## config.mk

```make
export PLATFORM = sky130hd
export DESIGN_NAME = arm_mem_bridge_flat
export DESIGN_NICKNAME = d
export VERILOG_FILES = /design/src/rtl/arm_mem_bridge_if.sv /design/src/rtl/arm_mem_bridge.sv /design/src/flat_wrapper.sv
export SDC_FILE = /design/constraint.sdc
export NUM_CORES = 2
export LEC_CHECK = 0
export BUFFER_PORTS_ARGS = -buffer_cell sky130_fd_sc_hd__clkbuf_2
export CORE_MARGIN = 5
export CORE_UTILIZATION = 35
export DETAILED_ROUTE_END_ITERATION = 12
export PLACE_DENSITY = 0.6
export RECOVER_POWER = 25
export REMOVE_ABC_BUFFERS = 1
export SLEW_MARGIN = 0
export SYNTH_ARGS = -nofsm -noshare
export SYNTH_HDL_FRONTEND = slang
export SYNTH_SLANG_ARGS = --single-unit
```

## constraint.sdc

```tcl
create_clock -name clk -period 3.2 [get_ports clk]
set_clock_uncertainty 0.2 [all_clocks]
set_input_delay 0.48 -clock clk [delete_from_list [all_inputs] [get_ports clk]]
set_output_delay 0.48 -clock clk [all_outputs]
set_load 0.01 [all_outputs]
```

## src/rtl/arm_mem_bridge_if.sv

```systemverilog
// Memory-stage bus between the pipelined core and the data-side bridge,
// plus the posted-write peripheral handshake that the bridge drives.
interface arm_mem_bridge_if;
    logic        mem_we;
    logic [31:0] mem_addr;
    logic [31:0] mem_wdata;
    logic [31:0] mem_rdata;
    logic        pb_valid;
    logic        pb_ready;
    logic [7:0]  pb_addr;
    logic [31:0] pb_data;
    logic        irq;

    modport master (
        output mem_we, mem_addr, mem_wdata, pb_ready,
        input  mem_rdata, pb_valid, pb_addr, pb_data, irq
    );

    modport slave (
        input  mem_we, mem_addr, mem_wdata, pb_ready,
        output mem_rdata, pb_valid, pb_addr, pb_data, irq
    );
endinterface

```

## src/rtl/arm_mem_bridge.sv

```systemverilog
// Data-side memory for the core's M stage: zero-wait local RAM plus a posted-write FIFO toward a peripheral bus.
// Define MEM_BRIDGE_IRQ_EN to enable the low-water interrupt and its IRQMASK register at offset 0x10C.
module arm_mem_bridge #(
    parameter int RAM_AW    = 6,
    parameter int FIFO_AW   = 2,
    parameter int LOW_WATER = 1
) (
    input logic             clk,
    input logic             reset,
    arm_mem_bridge_if.slave bus
);

    localparam int RAM_DEPTH  = 1 << RAM_AW;
    localparam int FIFO_DEPTH = 1 << FIFO_AW;
    localparam logic [FIFO_AW:0] FULL_CNT = (FIFO_AW + 1)'(FIFO_DEPTH);

    logic [31:0]        ram_q      [RAM_DEPTH];
    logic [7:0]         fifoAddr_q [FIFO_DEPTH];
    logic [31:0]        fifoData_q [FIFO_DEPTH];
    logic [FIFO_AW-1:0] rdPtr_q, rdPtr_d;
    logic [FIFO_AW-1:0] wrPtr_q, wrPtr_d;
    logic [FIFO_AW:0]   count_q, count_d;
    logic [15:0]        dropCnt_q, dropCnt_d;

    logic [11:0]       offset;
    logic [RAM_AW-1:0] ramIdx;
    logic isRam, isPer, isData, isStatus, isDrops, isClear, isMask;
    logic empty, full, pop, pushReq, push, drop, clearReq;
    logic unusedAddrBits;

    // Address decode; bits [15:12] and [1:0] never select anything
    assign offset   = bus.mem_addr[11:0];
    assign ramIdx   = bus.mem_addr[RAM_AW+1:2];
    assign isRam    = (bus.mem_addr[31:16] == 16'h0000);
    assign isPer    = (bus.mem_addr[31:16] == 16'h0001);
    assign isData   = isPer && (offset[11:8] == 4'h0);
    assign isStatus = isPer && (offset[11:2] == 10'h040);
    assign isDrops  = isPer && (offset[11:2] == 10'h041);
    assign isClear  = isPer && (offset[11:2] == 10'h042);
    assign isMask   = isPer && (offset[11:2] == 10'h043);
    assign unusedAddrBits = ^{bus.mem_addr[15:12], bus.mem_addr[1:0]};

    assign empty    = (count_q == '0);
    assign full     = (count_q == FULL_CNT);
    assign pop      = !empty && bus.pb_ready;
    assign pushReq  = bus.mem_we && isData;
    assign push     = pushReq && (!full || pop);
    assign drop     = pushReq && full && !pop;
    assign clearReq = bus.mem_we && isClear;

    // FIFO bookkeeping; a full FIFO that pops and pushes together keeps its count
    always_comb begin
        rdPtr_d   = rdPtr_q;
        wrPtr_d   = wrPtr_q;
        count_d   = count_q;
        dropCnt_d = dropCnt_q;
        if (clearReq) begin
            rdPtr_d   = '0;
            wrPtr_d   = '0;
            count_d   = '0;
            dropCnt_d = '0;
        end else begin
            if (pop)
                rdPtr_d = rdPtr_q + 1'b1;
            if (push)
                wrPtr_d = wrPtr_q + 1'b1;
            if (push && !pop)
                count_d = count_q + 1'b1;
            else if (pop && !push)
                count_d = count_q - 1'b1;
            if (drop && (dropCnt_q != 16'hFFFF))
                dropCnt_d = dropCnt_q + 1'b1;
        end
    end

    always_ff @(posedge clk or posedge reset) begin
        if (reset) begin
            rdPtr_q   <= '0;
            wrPtr_q   <= '0;
            count_q   <= '0;
            dropCnt_q <= '0;
        end else begin
            rdPtr_q   <= rdPtr_d;
            wrPtr_q   <= wrPtr_d;
            count_q   <= count_d;
            dropCnt_q <= dropCnt_d;
        end
    end

    // Storage arrays carry no reset so they map onto plain RAM
    always_ff @(posedge clk) begin
        if (push) begin
            fifoAddr_q[wrPtr_q] <= bus.mem_addr[9:2];
            fifoData_q[wrPtr_q] <= bus.mem_wdata;
        end
        if (bus.mem_we && isRam)
            ram_q[ramIdx] <= bus.mem_wdata;
    end

    assign bus.pb_valid = !empty;
    assign bus.pb_addr  = fifoAddr_q[rdPtr_q];
    assign bus.pb_data  = fifoData_q[rdPtr_q];

`ifdef MEM_BRIDGE_IRQ_EN
    localparam logic [FIFO_AW:0] LOW_WATER_CNT = (FIFO_AW + 1)'(LOW_WATER);

    logic irqReg_q, irqReg_d;
    logic mask_q, mask_d;
    logic pushed_q, pushed_d;

    // irq only arms once something has been pushed since reset or CLEAR
    always_comb begin
        pushed_d = pushed_q || push;
        irqReg_d = pushed_d && (count_d <= LOW_WATER_CNT);
        mask_d   = (bus.mem_we && isMask) ? bus.mem_wdata[0] : mask_q;
        if (clearReq) begin
            pushed_d = 1'b0;
            irqReg_d = 1'b0;
        end
    end

    always_ff @(posedge clk or posedge reset) begin
        if (reset) begin
            irqReg_q <= 1'b0;
            mask_q   <= 1'b0;
            pushed_q <= 1'b0;
        end else begin
            irqReg_q <= irqReg_d;
            mask_q   <= mask_d;
            pushed_q <= pushed_d;
        end
    end

    assign bus.irq = irqReg_q && mask_q;
`else
    logic unusedLowWater;

    assign unusedLowWater = (LOW_WATER != 0);
    assign bus.irq        = 1'b0;
`endif

    // Load path is purely combinational so the core never stalls on memory
    always_comb begin
        bus.mem_rdata = 32'h0;
        if (isRam)
            bus.mem_rdata = ram_q[ramIdx];
        else if (isStatus)
            bus.mem_rdata = {16'h0, dropCnt_q[7:0], 3'b000, full, empty, 3'(count_q)};
        else if (isDrops)
            bus.mem_rdata = {16'h0, dropCnt_q};
`ifdef MEM_BRIDGE_IRQ_EN
        else if (isMask)
            bus.mem_rdata = {31'h0, mask_q};
`endif
    end

endmodule
```

## src/flat_wrapper.sv

```systemverilog
// flat-port wrapper written by rule: the top's interface ports become plain ports
module arm_mem_bridge_flat 
#(
    parameter int RAM_AW    = 6,
    parameter int FIFO_AW   = 2,
    parameter int LOW_WATER = 1
)
  (clk, reset, bus_mem_we, bus_mem_addr, bus_mem_wdata, bus_pb_ready, bus_mem_rdata, bus_pb_valid, bus_pb_addr, bus_pb_data, bus_irq);
  arm_mem_bridge_if bus_i ();
  input logic clk;
  input logic reset;
  input wire logic [$bits(bus_i.mem_we)-1:0] bus_mem_we;
  input wire logic [$bits(bus_i.mem_addr)-1:0] bus_mem_addr;
  input wire logic [$bits(bus_i.mem_wdata)-1:0] bus_mem_wdata;
  input wire logic [$bits(bus_i.pb_ready)-1:0] bus_pb_ready;
  output wire logic [$bits(bus_i.mem_rdata)-1:0] bus_mem_rdata;
  output wire logic [$bits(bus_i.pb_valid)-1:0] bus_pb_valid;
  output wire logic [$bits(bus_i.pb_addr)-1:0] bus_pb_addr;
  output wire logic [$bits(bus_i.pb_data)-1:0] bus_pb_data;
  output wire logic [$bits(bus_i.irq)-1:0] bus_irq;
  assign bus_i.mem_we = bus_mem_we;
  assign bus_i.mem_addr = bus_mem_addr;
  assign bus_i.mem_wdata = bus_mem_wdata;
  assign bus_i.pb_ready = bus_pb_ready;
  assign bus_mem_rdata = bus_i.mem_rdata;
  assign bus_pb_valid = bus_i.pb_valid;
  assign bus_pb_addr = bus_i.pb_addr;
  assign bus_pb_data = bus_i.pb_data;
  assign bus_irq = bus_i.irq;
  arm_mem_bridge #(.RAM_AW(RAM_AW), .FIFO_AW(FIFO_AW), .LOW_WATER(LOW_WATER)) u_core (.clk(clk), .reset(reset), .bus(bus_i));
endmodule
```

==> results by group <==
Yosys
  • Area share of the leading cell type in the synthesized netlist: 0.7687
  • Cell taking the most area after synthesis: edfxtp_1
  • Syn Std Cell Area: approximately 86000 um^2
  • Synth cell count leaders: edfxtp_1 (2208), mux4_2 (449), mux2i_1 (314)
  • Warning count from the yosys run: 0
  • Library cells used by synthesis: 61
  • Cells after Synth: a little over 4k
  • Top FF cell, synth: edfxtp_1
  • Leading post-synthesis cells by cell area: edfxtp_1 (77%), mux4_2 (12%), mux2i_1 (3.6%)
  • Mean Syn Cell Area: between 20 and 25 um^2
  • Top-count cell post-synth: edfxtp_1
  • EDFF count, synth: approximately 2.2k
  • Register area share after synthesis: 0.7753
  • Async S/R FF share, synth: 0.01031
  • Yosys reg bits: approximately 2.2k

Outcome
  • Failing checks: max-capacitance violations, max-slew violations, negative setup slack
  • Run status: complete, but fails checks

Die
  • Initial Util: 0.3511
  • Total die area: 256500 um^2
  • Rows: between 150 and 200
  • Core area: around 250000 um^2
  • Die Y: 506.4 um
  • IO Pins: between 100 and 150
  • Chip width: between 500 and 600 um

Timing
  • Fmax: ~0.27 GHz
  • RSZ-0062 raised after global routing: yes
  • Final setup fails: 32
  • Hold Slack: approximately 120 ps
  • Least-Margin Pin Slew: ~2300 ps
  • Final Hold Violating Endpoints: 0
  • Final period utilization: 1.149
  • Max-slew headroom: -0.5493
  • Period minus WS final: between 3000 and 4000 ps
  • Max-slew violations: between 1k and 1.5k
  • Setup_tns: -10840 ps
  • Final worst slack: -475.2 ps

Power
  • Maximum vdd ir drop: 0.4555 mV
  • Leakage dissipation: 0.03517 uW
  • P per Cell Area: 575.9 nW/um^2
  • Tot Pwr: between 60000 and 70000 uW

Global routing
  • Antenna violations before repair: 9
  • Grt ovf: 0
  • Pin count of the biggest net entering global routing: 69
  • Tot GR Track Use: 0.1882
  • Met2 usage: 0.2994
  • Global-route wire length before repair: between 300000 and 400000 um
  • Met1 usage: 0.2556
  • Met3 Usage GRT: 0.04794
  • Vias in the first global route: 45.84k
  • Most used routing layer in global routing: met2

Setup path
  • Most frequent CP cell: buf_4
  • Crit-path slowest cell: nor3_4
  • Worst Path Arrival: 3000 ps
  • Critical path depth in cells: 13
  • CP Capture Type: primary output
  • Crit Path Class: input port to primary output
  • Crit start category: input port
  • Number of cells on the worst reg-to-reg path: 8
  • Delay of the slowest critical-path stage: between 400 and 500 ps
  • Crit path required time: 2520 ps
  • Delay-heaviest family, CP: buffers and inverters
  • Ordered cell list for the critical path: buf_16 > buf_4 > buf_8 > buf_4 > buf_12 > buf_4 > buf_4 > mux4_2 > nand2_1 > a31oi_4 > a21oi_4 > nor3_4 > buf_2
  • CP Buf/Inv Count: 8
  • Peak fanout along the critical path: 8

CTS
  • CTS H-tree lvls: 4
  • CTS clock-pin slew for the worst setup and hold paths: ~60 ps
  • Clock Tree Buf Depth: 3
  • Worst skew pair latency: slightly above 800 ps
  • Clock Sinks: 2231
  • CTS Buf Count: 220
  • CTS tree: yes
  • Root buffer cell: clkbuf_16

Routing
  • Via count: between 40k and 50k
  • Post-DRT Antenna Nets: 0
  • DRT iter0 DRCs: between 5k and 6k
  • Drt total wl: approximately 250000 um
  • TritonRoute pass-1 iters: 7
  • Post-detailed-route wirelength per cell: between 20 and 30 um
  • Vias per cell: roughly 5.5
  • Drt drc: 0

Layout
  • Synth-to-layout area growth: 25.45%
  • Share of layout cells above drive strength 1: 0.3839
  • Post-route cell area: between 100000 and 150000 um^2
  • Final std cells w/o fill: approximately 8.4k
  • Total Nets Final: ~5k

Placed design
  • PortBufs: approximately 130
  • GPL Wtd Cong: around 0.85
  • HPWL after DPL: roughly 160000 um
  • Placed cell area: about 98000 um^2
  • Cells after DPL: roughly 8k

Hold path
  • Hold WC Path Type: input port to register
  • Hold path depth: 7

Flow run
  • Max Cap Violations: 22
[tightest hold or removal path: cells and delay by family]
kind / cells / cell delay (ps)
xor+xnor: 1 / 120
buf+inv: 2 / 240
simple gates: 4 / 250
[routing by layer]
layer  routed length [um]  share of wire
met1               100300           0.41
met3                21560          0.087
met4                 8374          0.034
met5                   41        0.00017
met2               117100           0.47
[power breakdown]
| part | total, uW | internal [uW] | switching [uW] |
|---|---|---|---|
| logic | 5100 | 2250 | 2850 |
| registers | 32300 | 32200 | 120 |
| clock network | 24900 | 13900 | 11000 |
| total | 62300 | 48300 | 14000 |
[path summary, 6_finish.rpt]
kind | from | to | slack, ps
min | bus_mem_addr[11] | u_core.dropCnt_q[14]$_DFFE_PP0P_ | 120
max reg2reg | u_core.count_q[0]$_DFFE_PP0P_ | u_core.count_q[2]$_DFFE_PP0P_ | 670
min reg2reg | u_core.wrPtr_q[1]$_DFFE_PP0P_ | u_core.wrPtr_q[1]$_DFFE_PP0P_ | 390
max in group asynchronous | reset | u_core.dropCnt_q[3]$_DFFE_PP0P_ | 1980
min in group asynchronous | reset | u_core.wrPtr_q[1]$_DFFE_PP0P_ | 150
max | bus_mem_addr[2] | bus_mem_rdata[27] | -480
[cell families (layout without fill, tap and decap cells)]
kind of cell,Yosys count,count (layout),share of synthesized area
and+or+nand+nor,433,433,0.02414
xor gates and xnor gates,18,18,0.001828
DFF,2231,2231,0.7753
other,1,21,0.00004347
muxes,768,768,0.1543
buffers and inverters,245,1335,0.01490
adders and majority gates,7,7,0.001102
AOI/OAI and AO/OA,347,347,0.02833
[sequential cells by signal, summed over array words and instances, names as in the netlist]
register / cells
u_core.rdPtr_q: 2
u_core.dropCnt_q: 16
u_core.count_q: 3
u_core.fifoData_q: 128
u_core.wrPtr_q: 2
u_core.ram_q: 2048
u_core.fifoAddr_q: 32
[cells in the final DEF, fill, tap and decap left out, types with 15 or more instances in the layout]
cell type and count:
a211oi_1 15, a21oi_1 20, a22oi_1 77, buf_12 203, buf_4 485, buf_6 41, clkbuf_1 83, clkbuf_16 223
clkbuf_2 99, clkinv_1 53, clkinv_2 47, dfrtp_1 21, diode_2 20, edfxtp_1 2208, mux2i_1 273, mux2i_2 23
mux2i_4 18, mux4_2 449, nand2_1 86, nand3_1 43, nor2_1 64, nor2_4 69, nor2b_1 26, nor3_4 16
o21ai_1 27, xnor2_1 15
[per-stage QoR]
stage,setup slack (ps),util
finish,-475.2,0.4404
global route,-561.3,0.4404
CTS,-494.0,0.4369
detailed placement,-1235,0.3989
global placement,-1267,0.3989
floorplan,-1045,-
[area by class of cell]
cell class,count,area [um^2]
clock buffers,274,5771
clock inverters,140,1155
diodes,20,50.05
fillers,20610,137500
well taps,3220,4029
flip-flops and latches,2231,66890
repair buffers,911,9625
multi-input cells,1574,20650
inverters,10,45.04
[repair_timing]
action,4_1_cts,5_1_grt
endpoints found under the setup margin,62,168
pin swaps,115,69
resized for setup,358,143
hold endpoints to repair,55,0
hold buffers,7,0
setup buffers,52,53
cloned,6,1
(Power assumes the default switching activity.)
